==> config.mk <==
export PLATFORM = sky130hd
export DESIGN_NAME = intr_rq_cond
export DESIGN_NICKNAME = d
export VERILOG_FILES = /design/src/rtl/intr_pkg.sv /design/src/rtl/intr_sync_edge.sv /design/src/rtl/intr_rq_cond.sv
export SDC_FILE = /design/constraint.sdc
export NUM_CORES = 1
export LEC_CHECK = 0
export ABC_AREA = 1
export ABC_CLOCK_PERIOD_IN_PS = 3750
export CORE_ASPECT_RATIO = 1.25
export CORE_UTILIZATION = 55
export CTS_CLUSTER_DIAMETER = 120
export CTS_CLUSTER_SIZE = 24
export DETAILED_ROUTE_END_ITERATION = 12
export PLACE_DENSITY = 0.89
export SLEW_MARGIN = 20
export SYNTH_ARGS = -nofsm -noshare
export SYNTH_HDL_FRONTEND = slang
export SYNTH_SLANG_ARGS = --single-unit
==> constraint.sdc <==
create_clock -name clk_in -period 3.75 [get_ports clk_in]
set_input_delay 0.375 -clock clk_in [delete_from_list [all_inputs] [get_ports clk_in]]
set_output_delay 0.375 -clock clk_in [all_outputs]
set_load 0.05 [all_outputs]
==> src/rtl/intr_pkg.sv <==
// Shared constants and types for the interrupt request-conditioning stage and
// its neighbour INTR_CNTRL (bus codes, source count, snoop FSM encoding).
package intr_pkg;

  localparam int NUM_SRC = 8;
  localparam int ID_W    = 3;

  // Upper five bits of the words seen on the shared interrupt bus.
  localparam logic [4:0] EOI_POLL = 5'b10100;
  localparam logic [4:0] EOI_PRIO = 5'b01100;
  localparam logic [4:0] VEC_POLL = 5'b01011;
  localparam logic [4:0] VEC_PRIO = 5'b10011;

  typedef enum logic [1:0] {
    SNOOP_IDLE = 2'd0,
    SNOOP_VEC  = 2'd1,
    SNOOP_ISR  = 2'd2
  } snoop_state_e;

  function automatic logic is_eoi_code(input logic [4:0] code);
    return (code == EOI_POLL) || (code == EOI_PRIO);
  endfunction

endpackage

==> src/rtl/intr_sync_edge.sv <==
// One source line: multi-flop synchroniser followed by a rising-edge detector
// on the synchronised level.
module intr_sync_edge #(
  parameter int SYNC_STAGES = 2
) (
  input  logic clk_in,
  input  logic rst_in,
  input  logic d_in,
  output logic s_out,
  output logic rise_out
);

  logic [SYNC_STAGES-1:0] sync_q, sync_d;
  logic                   prev_q, prev_d;

  always_comb begin
    sync_d = {sync_q[SYNC_STAGES-2:0], d_in};
    prev_d = sync_q[SYNC_STAGES-1];
  end

  always_ff @(posedge clk_in or posedge rst_in) begin
    if (rst_in) begin
      sync_q <= '0;
      prev_q <= 1'b0;
    end else begin
      sync_q <= sync_d;
      prev_q <= prev_d;
    end
  end

  assign s_out    = sync_q[SYNC_STAGES-1];
  assign rise_out = sync_q[SYNC_STAGES-1] & ~prev_q;

endmodule

==> src/rtl/intr_rq_cond.sv <==
// Conditions raw interrupt sources for INTR_CNTRL: synchronise, level/edge
// capture, masking, overflow tracking and EOI-driven clearing via bus snoop.
module intr_rq_cond #(
  parameter int NUM_SRC     = intr_pkg::NUM_SRC,
  parameter int SYNC_STAGES = 2
) (
  input  logic               clk_in,
  input  logic               rst_in,
  input  logic [NUM_SRC-1:0] src_in,
  input  logic               cfg_we,
  input  logic               cfg_sel,
  input  logic [NUM_SRC-1:0] cfg_data,
  input  logic [7:0]         intr_bus,
  input  logic               bus_oe,
  input  logic               intr_in,
  input  logic               clr_lost,
  output logic [NUM_SRC-1:0] intr_rq,
  output logic [NUM_SRC-1:0] lost,
  output logic               eoi_seen
);

  import intr_pkg::*;

  logic [NUM_SRC-1:0] s, rise;

  logic [NUM_SRC-1:0] mask_q, mask_d;
  logic [NUM_SRC-1:0] edge_mode_q, edge_mode_d;
  logic [NUM_SRC-1:0] pending_q, pending_d;
  logic [NUM_SRC-1:0] lost_q, lost_d;
  snoop_state_e       state_q, state_d;
  logic               intr_prev_q, intr_prev_d;
  logic               eoi_seen_q, eoi_seen_d;

  logic               strobe, accept;
  logic [ID_W-1:0]    eoi_id;
  logic [NUM_SRC-1:0] eoi_clr, mode_chg, edge_set, ovf, pend_edge;

  for (genvar i = 0; i < NUM_SRC; i++) begin : g_src
    intr_sync_edge #(
      .SYNC_STAGES (SYNC_STAGES)
    ) u_sync (
      .clk_in   (clk_in),
      .rst_in   (rst_in),
      .d_in     (src_in[i]),
      .s_out    (s[i]),
      .rise_out (rise[i])
    );
  end

  // Snoop FSM: an EOI only counts after a vector fetch has been seen, so a
  // stale EOI word lingering on the bus in IDLE cannot clear anything.
  always_comb begin
    strobe      = intr_prev_q & ~intr_in;
    accept      = (state_q == SNOOP_ISR) & strobe & ~bus_oe
                  & is_eoi_code(intr_bus[7:3]);
    eoi_id      = intr_bus[ID_W-1:0];
    eoi_clr     = accept ? ({{(NUM_SRC-1){1'b0}}, 1'b1} << eoi_id) : '0;
    intr_prev_d = intr_in;
    eoi_seen_d  = accept;
    state_d     = state_q;
    case (state_q)
      SNOOP_IDLE: if (bus_oe)  state_d = SNOOP_VEC;
      SNOOP_VEC:  if (!bus_oe) state_d = SNOOP_ISR;
      SNOOP_ISR:  if (accept)  state_d = SNOOP_IDLE;
      default:                 state_d = SNOOP_IDLE;
    endcase
  end

  always_comb begin
    mask_d      = mask_q;
    edge_mode_d = edge_mode_q;
    mode_chg    = '0;
    if (cfg_we) begin
      if (cfg_sel) begin
        edge_mode_d = cfg_data;
        mode_chg    = cfg_data ^ edge_mode_q;
      end else begin
        mask_d = cfg_data;
      end
    end
  end

  // A rise beats a same-cycle EOI, and that collision is not an overflow.
  always_comb begin
    edge_set  = edge_mode_q & rise;
    ovf       = edge_set & pending_q & ~eoi_clr;
    pend_edge = edge_set | (pending_q & ~eoi_clr);
    pending_d = ((edge_mode_q & pend_edge) | (~edge_mode_q & s)) & ~mode_chg;
    lost_d    = ((lost_q & ~{NUM_SRC{clr_lost}}) | ovf) & ~mode_chg;
  end

  always_ff @(posedge clk_in or posedge rst_in) begin
    if (rst_in) begin
      mask_q      <= '0;
      edge_mode_q <= '0;
      pending_q   <= '0;
      lost_q      <= '0;
      state_q     <= SNOOP_IDLE;
      intr_prev_q <= 1'b0;
      eoi_seen_q  <= 1'b0;
    end else begin
      mask_q      <= mask_d;
      edge_mode_q <= edge_mode_d;
      pending_q   <= pending_d;
      lost_q      <= lost_d;
      state_q     <= state_d;
      intr_prev_q <= intr_prev_d;
      eoi_seen_q  <= eoi_seen_d;
    end
  end

  assign intr_rq  = pending_q & ~mask_q;
  assign lost     = lost_q;
  assign eoi_seen = eoi_seen_q;

endmodule
# Word-level counts from Yosys, hierarchy flattened
# Cells that the tools add are included.
[word_totals] register_bits=60 out_inout_bits=17 wordCells=85 inputBits=31
[op_classes] eq_ne=7 bitwise=42 n_mux=7 reduce_logical=5 shifts=1
[op_table] op="AND 8 bit" n=10
[op_table] op="NOT 8 bit" n=5
[op_table] op="two-way mux 8 bit" n=3
[op_table] op="OR 8 bit" n=3
[op_table] op="AND 1 bit" n=12
[op_table] op="NOT 1 bit" n=11
[op_table] op="<< shifter 1 x 3 -> 8 bit (first input constant)" n=1
[op_table] op="bitwise XOR 8 bit" n=1
[op_table] op="two-way mux 2 bit" n=3
[op_table] op="!= test 2 bit (second input constant)" n=3
[op_table] op="one-hot mux 2 bit (3 select lines)" n=1
[op_table] op="equality test 5 x 4 -> 1 bit (second input constant)" n=1
[op_table] op="equality test 5 bit (second input constant)" n=1
[op_table] op="AND reduction 2 bit" n=2
[op_table] op="AND reduction 3 bit" n=1
[op_table] op="equality test 2 x 1 -> 1 bit (second input constant)" n=1
[op_table] op="equality test 2 bit (second input constant)" n=1
[op_table] op="logical NOT 2 bit" n=1
[op_table] op="logical OR 1 bit" n=1

# Depth between registers and ports, before layout
[depth] depth_word=12 mapped_depth=7 ltp_nobuf=7

# Hierarchy
# Synthesis repeated with hierarchy kept, for this count alone.
[hier_totals] hier_cells=302 area_unflattened_um2=2563.7
[modules_own_cells] module="intr_rq_cond" area_each_um2=1853.0 cells_per_inst=254 seq_area_each_um2=900.9 n_inst=1
[modules_own_cells] module="intr_sync_edge" area_each_um2=88.8 cells_per_inst=6 seq_area_each_um2=75.1 n_inst=8

# Least setup slack after synthesis
# Ideal clock, no wire load.
[synth_path] path_kind="reg-to-output" start="register mask_q[0]" end="output intr_rq[0]" stages_incl_launch_ff=2 t_arrival_ns=1.019 slack_ns=2.356 path_buffers=0 required_time_ns=3.375 cell_sequence="dfrtp_1 -> nor2_1"
[synth_between] elab_chain_cells=2
[synth_rtl] element="start: declaration" line_no="intr_rq_cond.sv:26" text="logic [NUM_SRC-1:0] mask_q, mask_d;"
[synth_rtl] element="start signal: assignment" line_no="intr_rq_cond.sv:102" text="mask_q <= mask_d;"
[synth_rtl] element="NOT 8 bit" line_no="intr_rq_cond.sv:112" text="assign intr_rq = pending_q & ~mask_q;"
[synth_rtl] element="AND 8 bit" line_no="intr_rq_cond.sv:112"
[synth_rtl] element="end: declaration" line_no="intr_rq_cond.sv:17" text="output logic [NUM_SRC-1:0] intr_rq,"
# No other way between the ends.

# Worst setup path after layout
[layout_path] start="register mask_q[7]" end="output intr_rq[7]"
# The elaborated chain is that of the path after synthesis.

==> impl_metrics.env <==
export IMPL_maxCapViolCount=0
export IMPL_hpwlAfterDp_um=3370
export IMPL_relSlewSlack=0.468
export IMPL_antenna_found_initial=0
export IMPL_r2r_cells=6
export IMPL_hold_path_depth=0
export IMPL_cp_start_kind="register"
export IMPL_numCtsBuffers=9
export IMPL_htreeDepth=3
export IMPL_period_share=0.553
export IMPL_synth_nets=314
export IMPL_outcome="finished clean"
export IMPL_finalCriticalPeriod_ns=2.07
export IMPL_detail_route_vias_per_cell=5.02
export IMPL_grt_pass1_wl_um=8310
export IMPL_avgSynthCellArea_sq_um=8.65
export IMPL_fp_dieH_um=76.6
export IMPL_hold_viol_final=0
export IMPL_numPortBuffers=47
export IMPL_rows=26
export IMPL_ys_ff_latch=60
export IMPL_ios=48
export IMPL_nNetsFinal=370
export IMPL_hold_ws_ns=0.348
export IMPL_syn_instance_count=283
export IMPL_ir_drop_uv=281
export IMPL_clkSinkCount=60
export IMPL_fmax_mhz=483
export IMPL_crit_arrival_ns=1.70
export IMPL_grt_use_total=0.248
export IMPL_power_leakage_uw=0.00156
export IMPL_ant_nets=0
export IMPL_route_detailed_drc=0
export IMPL_drt_iter0_drc=84
export IMPL_cts_buffer_depth=2
export IMPL_synth_seq_area_share=0.613
export IMPL_final_max_slew_viol_count=0
export IMPL_core_sq_mm=0.00416
export IMPL_finalPower_uw=1540
export IMPL_antenna_cells=0
export IMPL_tightest_slew_ns=0.797
export IMPL_clk_latency_ns=0.34
export IMPL_final_setup_tns_ns=0
export IMPL_drive_above_1_share=0.0526
export IMPL_setup_viol=0
export IMPL_area_growth_pct=29.0
export IMPL_clk_pin_slew_ns=0.06
export IMPL_rsz0062_at_grt="no"
export IMPL_powerDensity_mw_per_mm2=487
export IMPL_grt_max_degree=40
export IMPL_final_core_util=0.758
export IMPL_die_x_um=61.7
export IMPL_required_ns=3.38
export IMPL_hold_class="reg2reg"
export IMPL_end_kind="output pin"
export IMPL_start_util=0.588
export IMPL_holdBufCountCts=0
export IMPL_synth_warnings=0
export IMPL_cts_tree="built"
export IMPL_first_pass_iters=4
export IMPL_wirelength_um=5060
export IMPL_overflow=0
export IMPL_wl_per_cell_um=12.7
export IMPL_cts_root_buf="clkbuf_8"
export IMPL_crit_fanout=2
export IMPL_critical_path_class="reg2out"
export IMPL_grt_pass1_vias=1992
export IMPL_ys_types=12
export IMPL_vias=1996
export IMPL_skew_ns=0.00364
export IMPL_post_cts_buffers=0
export IMPL_die_area_sq_mm=0.00472
export IMPL_synth_area_sq_mm=0.00245
export IMPL_place_congestion=0.775
export IMPL_cts_resized=0
per-layer routing:
| layer | vias to the layer above | share of wire | track usage |
|---|---|---|---|
| li1 | 992 | - | - |
| met1 | 923 | 0.40 | 0.283 |
| met2 | 66 | 0.51 | 0.404 |
| met3 | 15 | 0.059 | 0.0815 |
| met4 | 0 | 0.026 | 0.116 |
| met5 | - | 0 | 0 |
path summary, 6_finish.rpt:
| check | from | end | slack (ns) |
|---|---|---|---|
| setup / recovery | mask_q[7] | intr_rq[7] | 1.68 |
| hold / removal | g_src[6].u_sync.sync_q[0] | g_src[6].u_sync.sync_q[1] | 0.35 |
| setup reg to reg | state_q[0] | pending_q[1] | 2.58 |
| hold reg to reg | g_src[6].u_sync.sync_q[0] | g_src[6].u_sync.sync_q[1] | 0.35 |
| max in group asynchronous | rst_in | g_src[3].u_sync.sync_q[1] | 2.45 |
| min in group asynchronous | rst_in | g_src[7].u_sync.prev_q | 0.51 |
synth_stat cells, drive strengths merged:
library cell  number  area, sq um
clkbuf             1         3.75
a21oi             24          120
nand3             16         80.1
nor2              24          105
buf                2         10.0
inv               50          188
o21a               1         7.51
o21ai             24          120
dfrtp             60         1500
nand2             75          282
nor3               6         30.0
flip-flops by register name, summed over array words and instances (netlist names):
name	flops
g_src.u_sync.prev_q	8
eoi_seen	1
pending_q	8
state_q	2
lost	8
g_src.u_sync.sync_q	16
edge_mode_q	8
intr_prev_q	1
mask_q	8
worst max-delay path, stage by stage, from the launching register on:
cell             delay [ns]
dfrtp_1                0.38
nor2_1                 0.15
clkdlybuf4s50_1        0.83
layout by cell type, fill, tap and decap left out:
cell	n
nor2_1	22
inv_1	49
a21oi_1	24
o21a_1	1
clkbuf_8	12
clkinv_2	2
nor2_4	2
dfrtp_1	60
nor3_1	6
buf_4	1
clkdlybuf4s50_1	47
o21ai_0	24
nand2_1	75
inv_2	1
nand3_1	16
report_power, final:
group | switching (uW) | total (uW) | internal, uW
registers | 42.6 | 751 | 709
clock network | 232 | 516 | 284
logic | 170 | 271 | 101
total | 445 | 1540 | 1090
layout make-up:
| class | count | area, sq um |
|---|---|---|
| Clock buffer | 12 | 165 |
| Clock inverter | 2 | 10.0 |
| Fill cell | 330 | 1010 |
| Inverter | 50 | 188 |
| Multi-Input combinational cell | 170 | 744 |
| Sequential cell | 60 | 1500 |
| Tap cell | 56 | 70.1 |
| Timing Repair Buffer | 48 | 478 |
through the flow:
| stage | setup slack [ns] | area [sq um] | instances |
|---|---|---|---|
| final | 1.68 | 3160 | 398 |
| after global routing | 1.63 | 3160 | 398 |
| after CTS | 1.66 | 3160 | 398 |
| after detailed placement | 1.85 | 2980 | 384 |
| after global placement | 1.91 | 2980 | 384 |
| after floorplan | 1.89 | 2450 | 283 |
logic make-up (layout without fill, tap and decap cells):
logic type	after synthesis	count (layout)	synth area share
compound gates	49	49	0.101
buf+inv	53	112	0.0823
simple gates	121	121	0.203
flops	60	60	0.613
(Power assumes the default switching activity.)
